### config.mk
export PLATFORM = sky130hd
export DESIGN_NAME = core_control_flat
export DESIGN_NICKNAME = d
export VERILOG_FILES = /design/src/rtl/core_pkg.sv /design/src/rtl/core_control_if.sv /design/src/rtl/core_next_pc.sv /design/src/rtl/core_control.sv /design/src/flat_wrapper.sv
export SDC_FILE = /design/constraint.sdc
export NUM_CORES = 1
export LEC_CHECK = 0
export CORE_UTILIZATION = 46
export CTS_BUF_LIST = sky130_fd_sc_hd__clkbuf_8
export DETAILED_ROUTE_END_ITERATION = 6
export GPL_TIMING_DRIVEN = 0
export PLACE_DENSITY = 0.86
export SLEW_MARGIN = 20
export SYNTH_ARGS = -nofsm -noshare
export SYNTH_HDL_FRONTEND = slang
export SYNTH_SLANG_ARGS = --single-unit
### constraint.sdc
create_clock -name clk -period 3.85 [get_ports clk]
set_input_delay 0.385 -clock clk [delete_from_list [all_inputs] [get_ports clk]]
set_output_delay 0.385 -clock clk [all_outputs]
set_load 0.02 [all_outputs]
### src/rtl/core_pkg.sv
// Shared definitions for the multi-cycle RV32I core control path.
// Opcode constants are also consumed by decode.
package core_pkg;

  localparam logic [31:0] RESET_PC_DEFAULT = 32'h0000_0000;

  localparam logic [6:0] OP_R      = 7'b0110011;
  localparam logic [6:0] OP_I      = 7'b0010011;
  localparam logic [6:0] OP_LOAD   = 7'b0000011;
  localparam logic [6:0] OP_STORE  = 7'b0100011;
  localparam logic [6:0] OP_BRANCH = 7'b1100011;
  localparam logic [6:0] OP_JAL    = 7'b1101111;
  localparam logic [6:0] OP_JALR   = 7'b1100111;
  localparam logic [6:0] OP_LUI    = 7'b0110111;
  localparam logic [6:0] OP_AUIPC  = 7'b0010111;

  typedef enum logic [2:0] {
    S_FETCH,
    S_DECODE,
    S_EXECUTE,
    S_MEMORY,
    S_WRITEBACK,
    S_HALT
  } state_e;

  function automatic logic op_legal(
    input logic [6:0] op
  );
    logic r;
    case (op)
      OP_R, OP_I, OP_LOAD, OP_STORE,
      OP_BRANCH, OP_JAL, OP_JALR,
      OP_LUI, OP_AUIPC: r = 1'b1;
      default:          r = 1'b0;
    endcase
    return r;
  endfunction

  function automatic logic op_is_mem(
    input logic [6:0] op
  );
    return (op == OP_LOAD) ||
           (op == OP_STORE);
  endfunction

  function automatic logic op_writes_rd(
    input logic [6:0] op
  );
    return op_legal(op) &&
           (op != OP_STORE) &&
           (op != OP_BRANCH);
  endfunction

endpackage

### src/rtl/core_control_if.sv
// Instruction and data memory handshake bundle.
// master = core side, slave = memory side.
interface core_control_if;

  logic        imem_req;
  logic [31:0] imem_addr;
  logic        imem_ready;
  logic [31:0] imem_rdata;
  logic        dmem_req;
  logic        dmem_we;
  logic        dmem_ready;

  modport master (
    output imem_req,
    output imem_addr,
    input  imem_ready,
    input  imem_rdata,
    output dmem_req,
    output dmem_we,
    input  dmem_ready
  );

  modport slave (
    input  imem_req,
    input  imem_addr,
    output imem_ready,
    output imem_rdata,
    input  dmem_req,
    input  dmem_we,
    output dmem_ready
  );

endinterface

### src/rtl/core_next_pc.sv
// Next program counter selection for the writeback stage.
// Purely combinational; the caller decides when to load it.
module core_next_pc
  import core_pkg::*;
(
  input  logic [6:0]  opcode,
  input  logic [31:0] pc,
  input  logic [31:0] alu_result,
  input  logic        branch_taken,
  output logic [31:0] next_pc
);

  logic is_jal;
  logic is_br;
  logic is_jalr;

  assign is_jal  = (opcode == OP_JAL);
  assign is_br   = (opcode == OP_BRANCH);
  assign is_jalr = (opcode == OP_JALR);

  always_comb begin
    next_pc = pc + 32'd4;
    unique case (1'b1)
      is_jal:                next_pc = alu_result;
      is_br && branch_taken: next_pc = alu_result;
      is_jalr:               next_pc = {alu_result[31:1], 1'b0};
      default:               next_pc = pc + 32'd4;
    endcase
  end

endmodule

### src/rtl/core_control.sv
// Multi-cycle fetch/decode/execute/memory/writeback sequencer.
// Owns pc and ir; every output is a flop.
module core_control
  import core_pkg::*;
#(
  parameter logic [31:0] RESET_PC = RESET_PC_DEFAULT
) (
  input  logic                  clk,
  input  logic                  rst,
  core_control_if.master        bus,
  output logic [31:0]           ir,
  output logic [31:0]           pc,
  input  logic [31:0]           alu_result,
  input  logic                  branch_taken,
  output logic                  rf_we,
  output logic                  retire,
  output logic                  illegal
);

  state_e      state_q, state_d;
  logic [31:0] pc_q, pc_d;
  logic [31:0] ir_q, ir_d;
  logic        illegal_q, illegal_d;
  logic        imem_req_q, imem_req_d;
  logic        dmem_req_q, dmem_req_d;
  logic        dmem_we_q, dmem_we_d;
  logic        rf_we_q, rf_we_d;
  logic        retire_q, retire_d;

  logic [6:0]  op;
  logic [31:0] next_pc;
  logic        wr_rd;

  assign op    = ir_q[6:0];
  assign wr_rd = op_writes_rd(op) &&
                 (ir_q[11:7] != 5'd0);

  core_next_pc u_next_pc (
    .opcode       (op),
    .pc           (pc_q),
    .alu_result   (alu_result),
    .branch_taken (branch_taken),
    .next_pc      (next_pc)
  );

  // Outputs are computed for the state being entered.
  always_comb begin
    state_d    = state_q;
    pc_d       = pc_q;
    ir_d       = ir_q;
    illegal_d  = illegal_q;
    imem_req_d = 1'b0;
    dmem_req_d = 1'b0;
    dmem_we_d  = 1'b0;
    rf_we_d    = 1'b0;
    retire_d   = 1'b0;
    unique case (state_q)
      S_FETCH: begin
        if (bus.imem_ready) begin
          ir_d    = bus.imem_rdata;
          state_d = S_DECODE;
        end else begin
          imem_req_d = 1'b1;
        end
      end
      S_DECODE: begin
        if (op_legal(op)) begin
          state_d = S_EXECUTE;
        end else begin
          state_d   = S_HALT;
          illegal_d = 1'b1;
        end
      end
      S_EXECUTE: begin
        if (op_is_mem(op)) begin
          state_d    = S_MEMORY;
          dmem_req_d = 1'b1;
          dmem_we_d  = (op == OP_STORE);
        end else begin
          state_d  = S_WRITEBACK;
          rf_we_d  = wr_rd;
          retire_d = 1'b1;
        end
      end
      S_MEMORY: begin
        if (bus.dmem_ready) begin
          state_d  = S_WRITEBACK;
          rf_we_d  = wr_rd;
          retire_d = 1'b1;
        end else begin
          dmem_req_d = 1'b1;
          dmem_we_d  = (op == OP_STORE);
        end
      end
      S_WRITEBACK: begin
        pc_d       = next_pc;
        state_d    = S_FETCH;
        imem_req_d = 1'b1;
      end
      S_HALT: begin
        state_d = S_HALT;
      end
      default: begin
        state_d = S_HALT;
      end
    endcase
  end

  always_ff @(posedge clk) begin
    if (rst) begin
      state_q    <= S_FETCH;
      pc_q       <= RESET_PC;
      ir_q       <= 32'd0;
      illegal_q  <= 1'b0;
      imem_req_q <= 1'b1;
      dmem_req_q <= 1'b0;
      dmem_we_q  <= 1'b0;
      rf_we_q    <= 1'b0;
      retire_q   <= 1'b0;
    end else begin
      state_q    <= state_d;
      pc_q       <= pc_d;
      ir_q       <= ir_d;
      illegal_q  <= illegal_d;
      imem_req_q <= imem_req_d;
      dmem_req_q <= dmem_req_d;
      dmem_we_q  <= dmem_we_d;
      rf_we_q    <= rf_we_d;
      retire_q   <= retire_d;
    end
  end

  assign bus.imem_req  = imem_req_q;
  assign bus.imem_addr = pc_q;
  assign bus.dmem_req  = dmem_req_q;
  assign bus.dmem_we   = dmem_we_q;
  assign ir            = ir_q;
  assign pc            = pc_q;
  assign rf_we         = rf_we_q;
  assign retire        = retire_q;
  assign illegal       = illegal_q;

endmodule

### src/flat_wrapper.sv
// flat-port wrapper written by rule: the top's interface ports become plain ports
module core_control_flat import core_pkg::*;
#(
  parameter logic [31:0] RESET_PC = RESET_PC_DEFAULT
)
  (clk, rst, ir, pc, alu_result, branch_taken, rf_we, retire, illegal, bus_imem_req, bus_imem_addr, bus_imem_ready, bus_imem_rdata, bus_dmem_req, bus_dmem_we, bus_dmem_ready);
  core_control_if bus_i ();
  input  logic clk;
  input  logic rst;
  output logic [31:0] ir;
  output logic [31:0] pc;
  input  logic [31:0] alu_result;
  input  logic branch_taken;
  output logic rf_we;
  output logic retire;
  output logic illegal;
  output wire logic [$bits(bus_i.imem_req)-1:0] bus_imem_req;
  output wire logic [$bits(bus_i.imem_addr)-1:0] bus_imem_addr;
  input wire logic [$bits(bus_i.imem_ready)-1:0] bus_imem_ready;
  input wire logic [$bits(bus_i.imem_rdata)-1:0] bus_imem_rdata;
  output wire logic [$bits(bus_i.dmem_req)-1:0] bus_dmem_req;
  output wire logic [$bits(bus_i.dmem_we)-1:0] bus_dmem_we;
  input wire logic [$bits(bus_i.dmem_ready)-1:0] bus_dmem_ready;
  assign bus_imem_req = bus_i.imem_req;
  assign bus_imem_addr = bus_i.imem_addr;
  assign bus_i.imem_ready = bus_imem_ready;
  assign bus_i.imem_rdata = bus_imem_rdata;
  assign bus_dmem_req = bus_i.dmem_req;
  assign bus_dmem_we = bus_i.dmem_we;
  assign bus_i.dmem_ready = bus_dmem_ready;
  core_control #(.RESET_PC(RESET_PC)) u_core (.clk(clk), .rst(rst), .bus(bus_i), .ir(ir), .pc(pc), .alu_result(alu_result), .branch_taken(branch_taken), .rf_we(rf_we), .retire(retire), .illegal(illegal));
endmodule
==> results by stage <==
Timing:
- The number of slew-limit violations in the final report was 0.
- The relative max-transition margin is between 40% and 50%.
- The period utilization is roughly two thirds.
- The highest attainable clock frequency is 0.390 GHz.
- The slew at the pin closest to its max-slew limit is 0.870 ns.
- The number of failing hold endpoints at the final stage was 0.
- The final critical delay including setup and external delays is 2.57 ns.
- Setup repair after global routing left no endpoint under its margin.
- Setup violations remaining at the end of the flow were counted as 0.
- Clock skew on the completed layout was measured at between 0.007 and 0.008 ns.
- The total negative slack for setup checks is 0 ns.

Global route:
- Entering global routing, the biggest net connects 13 pins.
- The initial antenna violation count was 0.
- The overall global routing resource usage is 29.4%.
- The first global-routing pass estimated approximately 20000 um of wire.
- The number of global-route vias before repair was 4133.
- The total overflow left after global routing is 0.

Floorplan:
- The row count is 32.
- 171 I/O pins were placed.
- The die is 92.2 um wide.
- The die covers 8510 um^2.
- The effective utilization at floorplan is a little under half.
- The vertical die dimension is 92.2 um.
- The floorplan step defined a core boundary enclosing 7810 um^2.

Yosys:
- The commonest register cell after synthesis is dfxtp_1.
- Yosys printed 0 warnings.
- The post-synthesis cell area is 3750 um^2.
- Sequential elements use around two fifths of the synthesized area.
- The synthesized area per cell is 7.82 um^2.
- Counting flops and latches in the post-synthesis netlist gives between 70 and 80.
- The post-synthesis net count is 549.
- The number of synthesized flops with an enable pin is 0.
- After technology mapping, the gate count stands at 479.
- Yosys mapped the design onto 57 distinct sky130hd cell types.
- After synthesis, the share of flip-flops with an asynchronous set or reset is 0%.

Placed design:
- The number of input and output port buffers inserted is around 170.
- The cell area reported after detailed placement is 5570 um^2.
- The HPWL reported at the end of detailed placement is roughly 9000 um.
- Routability-driven placement finished with a final weighted congestion of 0.925.

Clock network:
- For this design, the sink count on the clock tree is 73.
- Clock-pin slew was measured on the worst setup and hold paths at around 0.080 ns.
- The clock latency at the later pin of the worst-skew pair is 0.36 ns.
- The post-cts sizing count is 0.
- The maximum clock path buffer count is 2.
- The CTS buffer count is 9.
- Hold repair after CTS inserted 0 buffers.
- In this run the clock root is driven by a clkbuf_8.
- The number of setup buffers added after CTS is 0.
- The H-tree was split into 3 levels.
- The TritonCTS clock tree is yes.

Setup path:
- The worst setup path is launched from a flop.
- STA classifies the critical path endpoint as a flop.
- The critical path in this run is classified as flop to flop.
- The arrival time of data at the critical path endpoint is between 2 and 3 ns.
- The critical-path maximum fanout is 7.
- The required time of the critical path is 4.11 ns.

Power:
- The maximum vdd ir drop is 0.221 mV.
- The total power density per cell area is just over 300 nW/um^2.
- The static leakage is roughly 2 nW.

Finish:
- In the final design database the tool counted 729 nets.
- The fraction of layout cells with a size suffix above 1 is about a tenth.
- The antenna diode instance count is 0.
- The number of fillers in the final layout is ~600.
- With fillers left out, the area of the finished cells amounts to 5790 um^2.
- From synthesis to final layout, the design area changed by 54.5%.

Detailed routing:
- The final antenna-violating net count is 0.
- The first routing iteration left 295 violations.
- After detailed routing, the average wire length per cell comes to 16.3 um.
- For this run, the detailed router's first-pass iteration total came to 5.
- Wires add up to 12500 um.
- The routed layout has approximately 4300 vias.
- The mean number of vias per cell is 5.65.
- The number of remaining DRC errors is 0.

Status:
- The run finished with clean final reports.

Flow run:
- The max-cap violation count is 0.

Min path:
- The path type of the worst min-delay path is input pin to flop.
==> through the flow <==
stage	instances	hold WS, ns	power [mW]	setup WS [ns]	utilization [%]
after floorplan	479	0.505	0.944	1.50	-
after global placement	750	0.441	1.10	1.06	71.3
after detailed placement	750	0.448	1.10	1.03	71.3
after CTS	766	0.332	1.77	1.36	74.1
after global routing	766	0.349	1.82	1.18	74.1
final	766	0.343	1.77	1.28	74.1
==> path summary, 6_finish.rpt <==
kind                                 from                       end  slack, ns  cells after the start
setup reg to reg  u_core.bus.imem_addr[2]  u_core.bus.imem_addr[22]       1.28                      8
hold / removal                        rst  u_core.bus.imem_addr[19]       0.34                      3
setup / recovery  u_core.bus.imem_addr[2]  u_core.bus.imem_addr[22]       1.28                      8
hold reg to reg             u_core.ir[27]             u_core.ir[27]       0.46                      2
==> per-layer routing <==
layer  global-route usage, %  share of wire, %  vias to the layer above
met5                       0                 0                        -
met4                    14.2               2.5                        0
met3                    8.37               9.7                       33
met2                    50.0                48                      254
met1                    33.9                39                     2002
li1                        -                 -                     2039
==> layout make-up <==
cell class | count | area [um^2] | share of cell area (%)
well taps | 102 | 128 | 2.21
inverters | 7 | 26.3 | 0.454
plain buffers | 66 | 404 | 6.98
flip-flops and latches | 73 | 1460 | 25.3
clock inverters | 6 | 82.6 | 1.43
repair buffers | 169 | 1690 | 29.2
multi-input cells | 333 | 1860 | 32.1
clock buffers | 10 | 138 | 2.38
==> cells in the mapped netlist (all sizes together), types with 3 or more instances <==
library cell	instances	share of area [%]
and4	7	1.8
or3	3	0.50
a21oi	65	8.7
nor3	18	2.4
a21o	4	0.80
o21ai	12	1.6
or4	4	0.90
clkbuf	30	3.5
nor2	19	1.9
a311oi	4	0.94
nand2	92	9.2
dfxtp	73	39
o22ai	3	0.50
nand3	18	2.5
nand2b	7	1.2
nand4	3	0.90
mux2i	4	1.1
nor2b	3	0.50
nor4	5	0.84
and3	5	0.87
inv	7	0.70
buf	36	7.2
o32ai	6	1.4
a31oi	6	1.0
and2	5	0.84
a211oi	10	2.0
==> registers in the layout (all words and copies together) (netlist names) <==
signal,flops
u_core.bus.imem_addr,32
u_core.ir,32
u_core.state_q,3
u_core.bus.dmem_req,1
u_core.bus.dmem_we,1
u_core.bus.imem_req,1
u_core.illegal,1
u_core.retire,1
u_core.rf_we,1
==> worst max-delay path: stages, from the launching register on <==
cell	delay [ns]
dfxtp_1	0.45
ha_1	0.25
and4_1	0.23
clkbuf_1	0.27
and3_2	0.23
clkbuf_1	0.24
nor2b_1	0.35
a311oi_1	0.14
nor4b_1	0.30
==> logic make-up (layout without fill, tap and decap cells) <==
family	Yosys count	after routing	synth area share (%)
and+or+nand+nor	197	197	26.3
AOI/OAI and AO/OA	131	131	21.8
DFF	73	73	39.0
buffers and inverters	73	258	11.5
muxes	4	4	1.07
adders and majority gates	1	1	0.334
==> cell usage in the layout, fill, tap and decap left out, types with 4 or more instances in the layout <==
cell type / n
a31oi_1: 6
clkdlybuf4s50_1: 169
a21o_1: 4
inv_1: 8
clkbuf_8: 12
and2_1: 5
a21oi_1: 65
nor2_1: 19
clkbuf_1: 28
nor3_1: 18
a211oi_1: 10
o21ai_0: 12
mux2i_1: 4
nand3_1: 17
and4_2: 4
nand2_1: 92
a311oi_1: 4
nand2b_1: 7
o32ai_1: 6
buf_4: 32
nor4_1: 5
dfxtp_1: 73
and3_1: 4
==> power by group <==
group | total [mW] | switching [mW] | internal, mW
logic | 0.284 | 0.137 | 0.146
registers | 0.805 | 0.0229 | 0.782
clock network | 0.680 | 0.301 | 0.379
(Power assumes the default switching activity.)
